$ cat config.mk
export PLATFORM = sky130hd
export DESIGN_NAME = signed_mac_acc_flat
export DESIGN_NICKNAME = d
export VERILOG_FILES = /design/src/rtl/signed_mac_acc_if.sv /design/src/rtl/signed_mac_acc.sv /design/src/flat_wrapper.sv
export SDC_FILE = /design/constraint.sdc
export NUM_CORES = 1
export LEC_CHECK = 0
export ABC_CLOCK_PERIOD_IN_PS = 6660
export BUFFER_PORTS_ARGS = -buffer_cell sky130_fd_sc_hd__buf_2
export CAP_MARGIN = 0
export CORE_ASPECT_RATIO = 1.25
export CORE_MARGIN = 10
export CORE_UTILIZATION = 35
export DETAILED_ROUTE_END_ITERATION = 12
export PLACE_DENSITY = 0.5
export SLEW_MARGIN = 20
export SYNTH_ARGS = -nofsm -noshare
export SYNTH_HDL_FRONTEND = slang
export SYNTH_SLANG_ARGS = --single-unit
$ cat constraint.sdc
create_clock -name clk -period 6.66 [get_ports clk]
set_clock_uncertainty 0.05 [all_clocks]
set_input_delay 0.666 -clock clk [delete_from_list [all_inputs] [get_ports clk]]
set_output_delay 0.666 -clock clk [all_outputs]
set_load 0.005 [all_outputs]
$ cat src/rtl/signed_mac_acc_if.sv
// Valid/ready bundle for signed_mac_acc: operand beat in, running accumulator out.
// master = the side driving operands and out_ready; slave = the MAC itself.
interface signed_mac_acc_if #(
  parameter int IN_W  = 8,
  parameter int ACC_W = 24
);
  logic             in_valid;
  logic             in_ready;
  logic [IN_W-1:0]  a;
  logic [IN_W-1:0]  b;
  logic             a_signed;
  logic             b_signed;
  logic             clear;
  logic             out_valid;
  logic             out_ready;
  logic [ACC_W-1:0] acc_out;
  logic             ovf;

  modport master (
    output in_valid, a, b, a_signed, b_signed, clear, out_ready,
    input  in_ready, out_valid, acc_out, ovf
  );

  modport slave (
    input  in_valid, a, b, a_signed, b_signed, clear, out_ready,
    output in_ready, out_valid, acc_out, ovf
  );
endinterface

$ cat src/rtl/signed_mac_acc.sv
// Two-stage pipelined multiply-accumulate with per-beat operand signedness,
// sticky overflow and optional saturation of the signed accumulator.
module signed_mac_acc #(
  parameter int IN_W  = 8,
  parameter int ACC_W = 24,
  parameter bit SAT   = 1'b1
) (
  input  logic             clk,
  input  logic             rst_n,
  signed_mac_acc_if.slave  bus
);
  localparam int PW = 2*IN_W + 2;
  localparam int XW = (ACC_W > PW) ? ACC_W : PW;

  if (IN_W < 2) begin : g_bad_in_w
    $error("signed_mac_acc: IN_W must be at least 2");
  end
  if (ACC_W < 2*IN_W + 1) begin : g_bad_acc_w
    $error("signed_mac_acc: ACC_W must be at least 2*IN_W+1");
  end

  logic signed [IN_W:0]    a_ext;
  logic signed [IN_W:0]    b_ext;
  logic signed [PW-1:0]    a_wide;
  logic signed [PW-1:0]    b_wide;
  logic signed [PW-1:0]    prod;
  logic signed [XW-1:0]    prod_x;

  logic                    s1_valid;
  logic                    s1_clear;
  logic signed [ACC_W-1:0] s1_prod;

  logic signed [ACC_W-1:0] acc;
  logic                    ovf_q;
  logic                    out_valid_q;

  logic                    adv2;
  logic                    adv1;
  logic signed [ACC_W-1:0] base;
  logic signed [ACC_W:0]   sum;
  logic                    overflow;
  logic signed [ACC_W-1:0] acc_next;
  logic                    ovf_next;

  // Extending to IN_W+1 bits lets one signed multiplier cover all four signedness mixes.
  always_comb begin
    a_ext  = {bus.a_signed & bus.a[IN_W-1], bus.a};
    b_ext  = {bus.b_signed & bus.b[IN_W-1], bus.b};
    a_wide = {{(IN_W+1){a_ext[IN_W]}}, a_ext};
    b_wide = {{(IN_W+1){b_ext[IN_W]}}, b_ext};
    prod   = a_wide * b_wide;
    prod_x = XW'(prod);
  end

  always_comb begin
    adv2     = !out_valid_q || bus.out_ready;
    adv1     = !s1_valid || adv2;
    base     = s1_clear ? '0 : acc;
    sum      = {base[ACC_W-1], base} + {s1_prod[ACC_W-1], s1_prod};
    overflow = sum[ACC_W] ^ sum[ACC_W-1];
    acc_next = sum[ACC_W-1:0];
    if (SAT && overflow) begin
      acc_next = sum[ACC_W] ? {1'b1, {(ACC_W-1){1'b0}}} : {1'b0, {(ACC_W-1){1'b1}}};
    end
    ovf_next = (s1_clear ? 1'b0 : ovf_q) | overflow;
  end

  always_ff @(posedge clk or negedge rst_n) begin
    if (!rst_n) begin
      s1_valid    <= 1'b0;
      s1_clear    <= 1'b0;
      s1_prod     <= '0;
      acc         <= '0;
      ovf_q       <= 1'b0;
      out_valid_q <= 1'b0;
    end else begin
      if (adv2) begin
        out_valid_q <= s1_valid;
        if (s1_valid) begin
          acc   <= acc_next;
          ovf_q <= ovf_next;
        end
      end
      if (adv1) begin
        s1_valid <= bus.in_valid;
        if (bus.in_valid) begin
          s1_prod  <= prod_x[ACC_W-1:0];
          s1_clear <= bus.clear;
        end
      end
    end
  end

  assign bus.in_ready  = adv1;
  assign bus.out_valid = out_valid_q;
  assign bus.acc_out   = acc;
  assign bus.ovf       = ovf_q;
endmodule

$ cat src/flat_wrapper.sv
// flat-port wrapper written by rule: the top's interface ports become plain ports
module signed_mac_acc_flat 
#(
  parameter int IN_W  = 8,
  parameter int ACC_W = 24,
  parameter bit SAT   = 1'b1
)
  (clk, rst_n, bus_in_valid, bus_a, bus_b, bus_a_signed, bus_b_signed, bus_clear, bus_out_ready, bus_in_ready, bus_out_valid, bus_acc_out, bus_ovf);
  signed_mac_acc_if #(.IN_W(IN_W), .ACC_W(ACC_W)) bus_i ();
  input  logic clk;
  input  logic rst_n;
  input wire logic [$bits(bus_i.in_valid)-1:0] bus_in_valid;
  input wire logic [$bits(bus_i.a)-1:0] bus_a;
  input wire logic [$bits(bus_i.b)-1:0] bus_b;
  input wire logic [$bits(bus_i.a_signed)-1:0] bus_a_signed;
  input wire logic [$bits(bus_i.b_signed)-1:0] bus_b_signed;
  input wire logic [$bits(bus_i.clear)-1:0] bus_clear;
  input wire logic [$bits(bus_i.out_ready)-1:0] bus_out_ready;
  output wire logic [$bits(bus_i.in_ready)-1:0] bus_in_ready;
  output wire logic [$bits(bus_i.out_valid)-1:0] bus_out_valid;
  output wire logic [$bits(bus_i.acc_out)-1:0] bus_acc_out;
  output wire logic [$bits(bus_i.ovf)-1:0] bus_ovf;
  assign bus_i.in_valid = bus_in_valid;
  assign bus_i.a = bus_a;
  assign bus_i.b = bus_b;
  assign bus_i.a_signed = bus_a_signed;
  assign bus_i.b_signed = bus_b_signed;
  assign bus_i.clear = bus_clear;
  assign bus_i.out_ready = bus_out_ready;
  assign bus_in_ready = bus_i.in_ready;
  assign bus_out_valid = bus_i.out_valid;
  assign bus_acc_out = bus_i.acc_out;
  assign bus_ovf = bus_i.ovf;
  signed_mac_acc #(.IN_W(IN_W), .ACC_W(ACC_W), .SAT(SAT)) u_core (.clk(clk), .rst_n(rst_n), .bus(bus_i));
endmodule
### Word level (Yosys, flattened, before mapping)

Index checks and enable logic that the tools add are counted.

| word-level totals | value |
|---|---|
| input bits | 23 |
| bits in registers | 46 |

| cells by class | value |
|---|---|
| add/subtract/negate cells | 1 |
| reduce and logical (&&, ||, !) cells | 6 |
| multiply operators | 1 |
| bitwise operators | 4 |
| mux-type cells | 4 |

Operators by type and width:

| kind | number |
|---|---|
| $mux W24 | 3 |
| $add A24 B18 Y25 | 1 |
| $mul A9 B9 Y18 | 1 |
| $reduce_and A2 Y1 | 2 |
| $and A1 B1 Y1 | 2 |
| $logic_not A1 Y1 | 2 |
| $logic_or A1 B1 Y1 | 2 |
| $mux W1 | 1 |
| $or A1 B1 Y1 | 1 |
| $xor A1 B1 Y1 | 1 |

### Depth between registers and ports, before layout

| depth | value |
|---|---|
| word-level depth | 4 |
| gate-level depth with buffers | 21 |

### Least setup slack after synthesis

Ideal clock, no wire load.

| path | value |
|---|---|
| kind | input -> register |
| start | input port bus_b[7] |
| end | register, netlist name u_core.s1_prod[17] |
| cell stages on the path | 19 |
| data arrival time | 5.732 ns |
| library setup time | 0.082 ns |
| buffers on the path | 1 |
| path slack | 0.796 ns |
| cell sequence | clkbuf_1 > nand2_1 > or2_2 > fa_1 > fa_1 > inv_1 > fa_1 > fa_1 > inv_1 > fa_1 > inv_1 > ha_1 > o21a_1 > o21ai_0 > a21o_1 > a21oi_1 > nor3_1 > or4_1 > a31oi_1 |

| between the ends | value |
|---|---|
| cells in the longest elaborated chain, start to end | 2 |

Ends and longest elaborated chain:

| element | RTL line | source |
|---|---|---|
| start: declaration | flat_wrapper.sv:14 | `input wire logic [$bits(bus_i.b)-1:0] bus_b;` |
| $and A1 B1 Y1 | signed_mac_acc.sv:48 | `b_ext = {bus.b_signed & bus.b[IN_W-1], bus.b};` |
| $mul A9 B9 Y18 * | signed_mac_acc.sv:51 | `prod = a_wide * b_wide;` |

Mark *: on every way between the ends. The rest lies on a longest branch, timed or not.
A chain may end at the register's enable or synchronous reset.

### Worst setup path in the final report

| path | value |
|---|---|
| start | input port bus_a[7] |
| end | register, netlist name u_core.s1_prod[17] |

| between the ends | value |
|---|---|
| cells in the longest elaborated chain, start to end | 2 |

Ends and longest elaborated chain:

| element | RTL line | source |
|---|---|---|
| start: declaration | flat_wrapper.sv:13 | `input wire logic [$bits(bus_i.a)-1:0] bus_a;` |
| $and A1 B1 Y1 | signed_mac_acc.sv:47 | `a_ext = {bus.a_signed & bus.a[IN_W-1], bus.a};` |
| $mul A9 B9 Y18 * | signed_mac_acc.sv:51 |  |

Marks and branches as above.

==> flow_summary.json <==
{
  "grt_pass1_vias": 5150,
  "ys_ff_latch": 46,
  "cts_resized": 0,
  "ys.flop_type": "dfrtp_1",
  "crit_type": "input port to register",
  "switching_share_pct": 49.59,
  "die-area_um2": 23700,
  "synth_edf_count": 0,
  "grt_start_max_net_pins": 47,
  "syn_area_um2": 6269,
  "power.density_nw_per_um2": 471.2,
  "timing.fmax_ghz": 0.1736,
  "yosysWarnings": 0,
  "internal_power_mw": 1.633,
  "avgSynthCellArea_um2": 8.658,
  "drt_wl_total_mm": 14.65,
  "cp-start-kind": "input port",
  "p_seq_share_pct": 15.8,
  "slew_violations": 0,
  "clock-sinks": 46,
  "area_growth_pct": 9.661,
  "dpl_cell_area_um2": 6706,
  "cts_buffer_depth": 2,
  "drive_gt1_share_pct": 10.17,
  "htree_levels": 2,
  "synth.distinct_cells": 54,
  "layout.area.seq_um2": 1151,
  "die_h_um": 169.6,
  "firstDrtPassIters": 4,
  "cap_violations": 0,
  "period_minus_slack_ns": 5.760,
  "cts_setup_buffers": 0,
  "crit_arrival_ns": 5.92,
  "grt_pass1_wl_mm": 25.27,
  "numPortBuffers": 49,
  "worst-path-max-fanout": 10,
  "fin_tns_setup_ns": 0,
  "num_rows": 54,
  "grt_overflow_total": 0,
  "r2r_setup_slack_ns": 3.00,
  "syn_nets": 880,
  "hold_path.class": "input port to asynchronous set/reset pin",
  "diodes": 0,
  "gp_congestion": 0.8436,
  "clockPowerShare_pct": 8.4,
  "async_reset_ff_share_pct": 100.0,
  "max-slew-margin-rel_pct": 31.72,
  "fillers": 1774,
  "power_mw": 3.239,
  "post-place-ws_ns": 0.5681,
  "cts_buffers": 5,
  "setup_violations": 0,
  "critPathRequiredTime_ns": 6.82,
  "yosysSeqAreaShare_pct": 18.36,
  "clkLatencyLatePin_ns": 0.29,
  "core_region_area_um2": 17500,
  "tightest_slew_ns": 1.022,
  "switching_power_mw": 1.606,
  "ctsRootBufferMaster": "clkbuf_16",
  "fin_crit_sh_pct": 86.48,
  "crit_path_end_kind": "register",
  "ir_worst_vdd_v": 0.0001920,
  "fin_cells": 981,
  "final_nets": 912,
  "max_stage_delay_ns": 0.54,
  "crit_chain": "buf_2 > and2_0 > nand2_1 > fa_1 > inv_1 > fa_1 > fa_1 > fa_1 > inv_1 > fa_1 > inv_1 > ha_1 > o21a_1 > o21ai_0 > a21o_1 > a21oi_1 > nor3_1 > or4_1 > a31oi_1",
  "p_comb_share_pct": 75.8,
  "top_level_ports": 50,
  "drc": 0,
  "grt_antenna_before_repair": 0,
  "wl_per_cell_um": 14.94,
  "hold_viol": 0,
  "crit_slowest_cell": "fa_1",
  "start_util_pct": 35.82,
  "rsz0062_at_grt": "false",
  "setup_ws_ns": 0.9003,
  "track_usage_pct": 12.56,
  "dp.cells": 973,
  "post-route-cell-area_um2": 6874,
  "cts_tree": "done",
  "status": "completed",
  "cts_hold_buf": 0,
  "leakage_nw": 3.449,
  "multi_input_area_um2": 4621,
  "cp_common_cell": "fa_1",
  "die_width_um": 139.7,
  "path_clk_slew_ns": 0.07,
  "drt_iter0_markers": 201,
  "via_count": 4850,
  "place_hpwl_mm": 12.01,
  "synth_cells": 724,
  "ant_nets": 0,
  "vias_per_cell": 4.944,
  "layout_common_cells": "nand2_1 (100), inv_1 (100), fa_1 (72), ha_1 (61), o21ai_0 (54)"
}
worst max-delay path, delay by kind of cell:
| kind | cells | cell delay [ns] |
|---|---|---|
| buffers and inverters | 4 | 0.31 |
| AND/OR/NAND/NOR | 4 | 1.21 |
| adder cells (fa/ha/maj) | 6 | 2.87 |
| AO/OA/AOI/OAI | 5 | 0.85 |
cell type report:
class                   instances  share of cell area [%]
inverters                     100                   5.461
repair buffers                 54                   4.150
flip-flops and latches         46                   16.75
clock buffers                   7                   2.221
well taps                     224                   4.077
multi-input cells             549                   67.22
clock inverters                 1                  0.1274
final timing paths:
path                                    start                      to  cells after the start
max                                  bus_a[7]      u_core.s1_prod[17]                     19
min                                     rst_n  u_core.bus.acc_out[20]                      1
max reg2reg                   u_core.s1_clear   u_core.bus.acc_out[7]                     14
min reg2reg                u_core.s1_prod[13]      u_core.s1_prod[13]                      2
max in group asynchronous               rst_n  u_core.bus.acc_out[16]                      1
min in group clk           u_core.s1_prod[13]      u_core.s1_prod[13]                      2
cells in the mapped netlist, types with 2 or more instances:
cell         n  area (um2)
and2_1      31       193.9
a311oi_1     2       17.52
buf_4        3       22.52
o21ai_1      6       30.03
and3_1       2       12.51
nand2b_1     7       43.79
a211oi_1     2       15.01
nand2_1    100       375.4
fa_1        72        1441
a2111oi_0    2       17.52
a21oi_1     41       205.2
o21ai_0     54       270.3
nand3b_1     2       15.01
nand4_1      3       18.77
or2_2        2       12.51
a21oi_2      2       17.52
ha_1        61       763.2
nor2b_1     26       162.7
nor3_1       7       35.03
maj3_1       2       20.02
o21a_1       5       37.54
nand3_1     10       50.05
dfrtp_1     46        1151
inv_1      100       375.4
or3_1        2       12.51
xnor2_1     29       254.0
a31oi_1      7       43.79
a21o_1      17       127.6
nor2_1      18       67.56
mux2_2       6       67.56
o21bai_1     2       15.01
xor2_1       8       70.07
clkbuf_1    22       82.58
buf_2        4       20.02
o211ai_1     2       15.01
registers in the layout (all words and copies together), names as in the netlist:
| name | cells |
|---|---|
| u_core.s1_clear | 1 |
| u_core.bus.acc_out | 24 |
| u_core.bus.out_valid | 1 |
| u_core.bus.ovf | 1 |
| u_core.s1_prod | 18 |
| u_core.s1_valid | 1 |
layer usage:
layer / part of all wire, % / track usage [%] / vias up / routed length, um
li1: - / - / 2423 / -
met1: 46 / 15.81 / 2321 / 6740
met2: 50 / 22.29 / 98 / 7324
met3: 3.1 / 1.652 / 8 / 452
met4: 0.93 / 2.788 / 0 / 136
met5: 0 / 0 / - / 0
logic make-up (layout without fill, tap and decap cells):
kind of cell               Yosys count  after routing  share of synthesized area [%]
buffers and inverters              129            162                          7.984
adders and majority gates          136            136                          35.67
xor gates and xnor gates            38             38                          5.429
and+or+nand+nor                    213            213                          16.29
DFF                                 46             46                          18.36
muxes                                7              7                          1.237
AOI/OAI and AO/OA                  155            155                          15.03
metrics by stage:
step	utilization [%]	hold WS, ns
floorplan	-	0.3204
global placement	38.32	0.4264
detailed placement	38.32	0.4312
CTS	39.25	0.4477
global route	39.28	0.3861
finish	39.28	0.3099
power groups by stage:
| stage | combinational, mW | sequential, mW | clock, mW |
|---|---|---|---|
| 3_3_place_gp | 2.44 | 0.516 | 0 |
| 3_5_place_dp | 2.47 | 0.517 | 0 |
| 5_1_grt | 2.85 | 0.531 | 0.287 |
| 2_1_floorplan | 1.93 | 0.498 | 0 |
| 4_1_cts | 2.49 | 0.514 | 0.275 |
| 6_report | 2.46 | 0.512 | 0.271 |
Power figures use the tool's default switching activity.
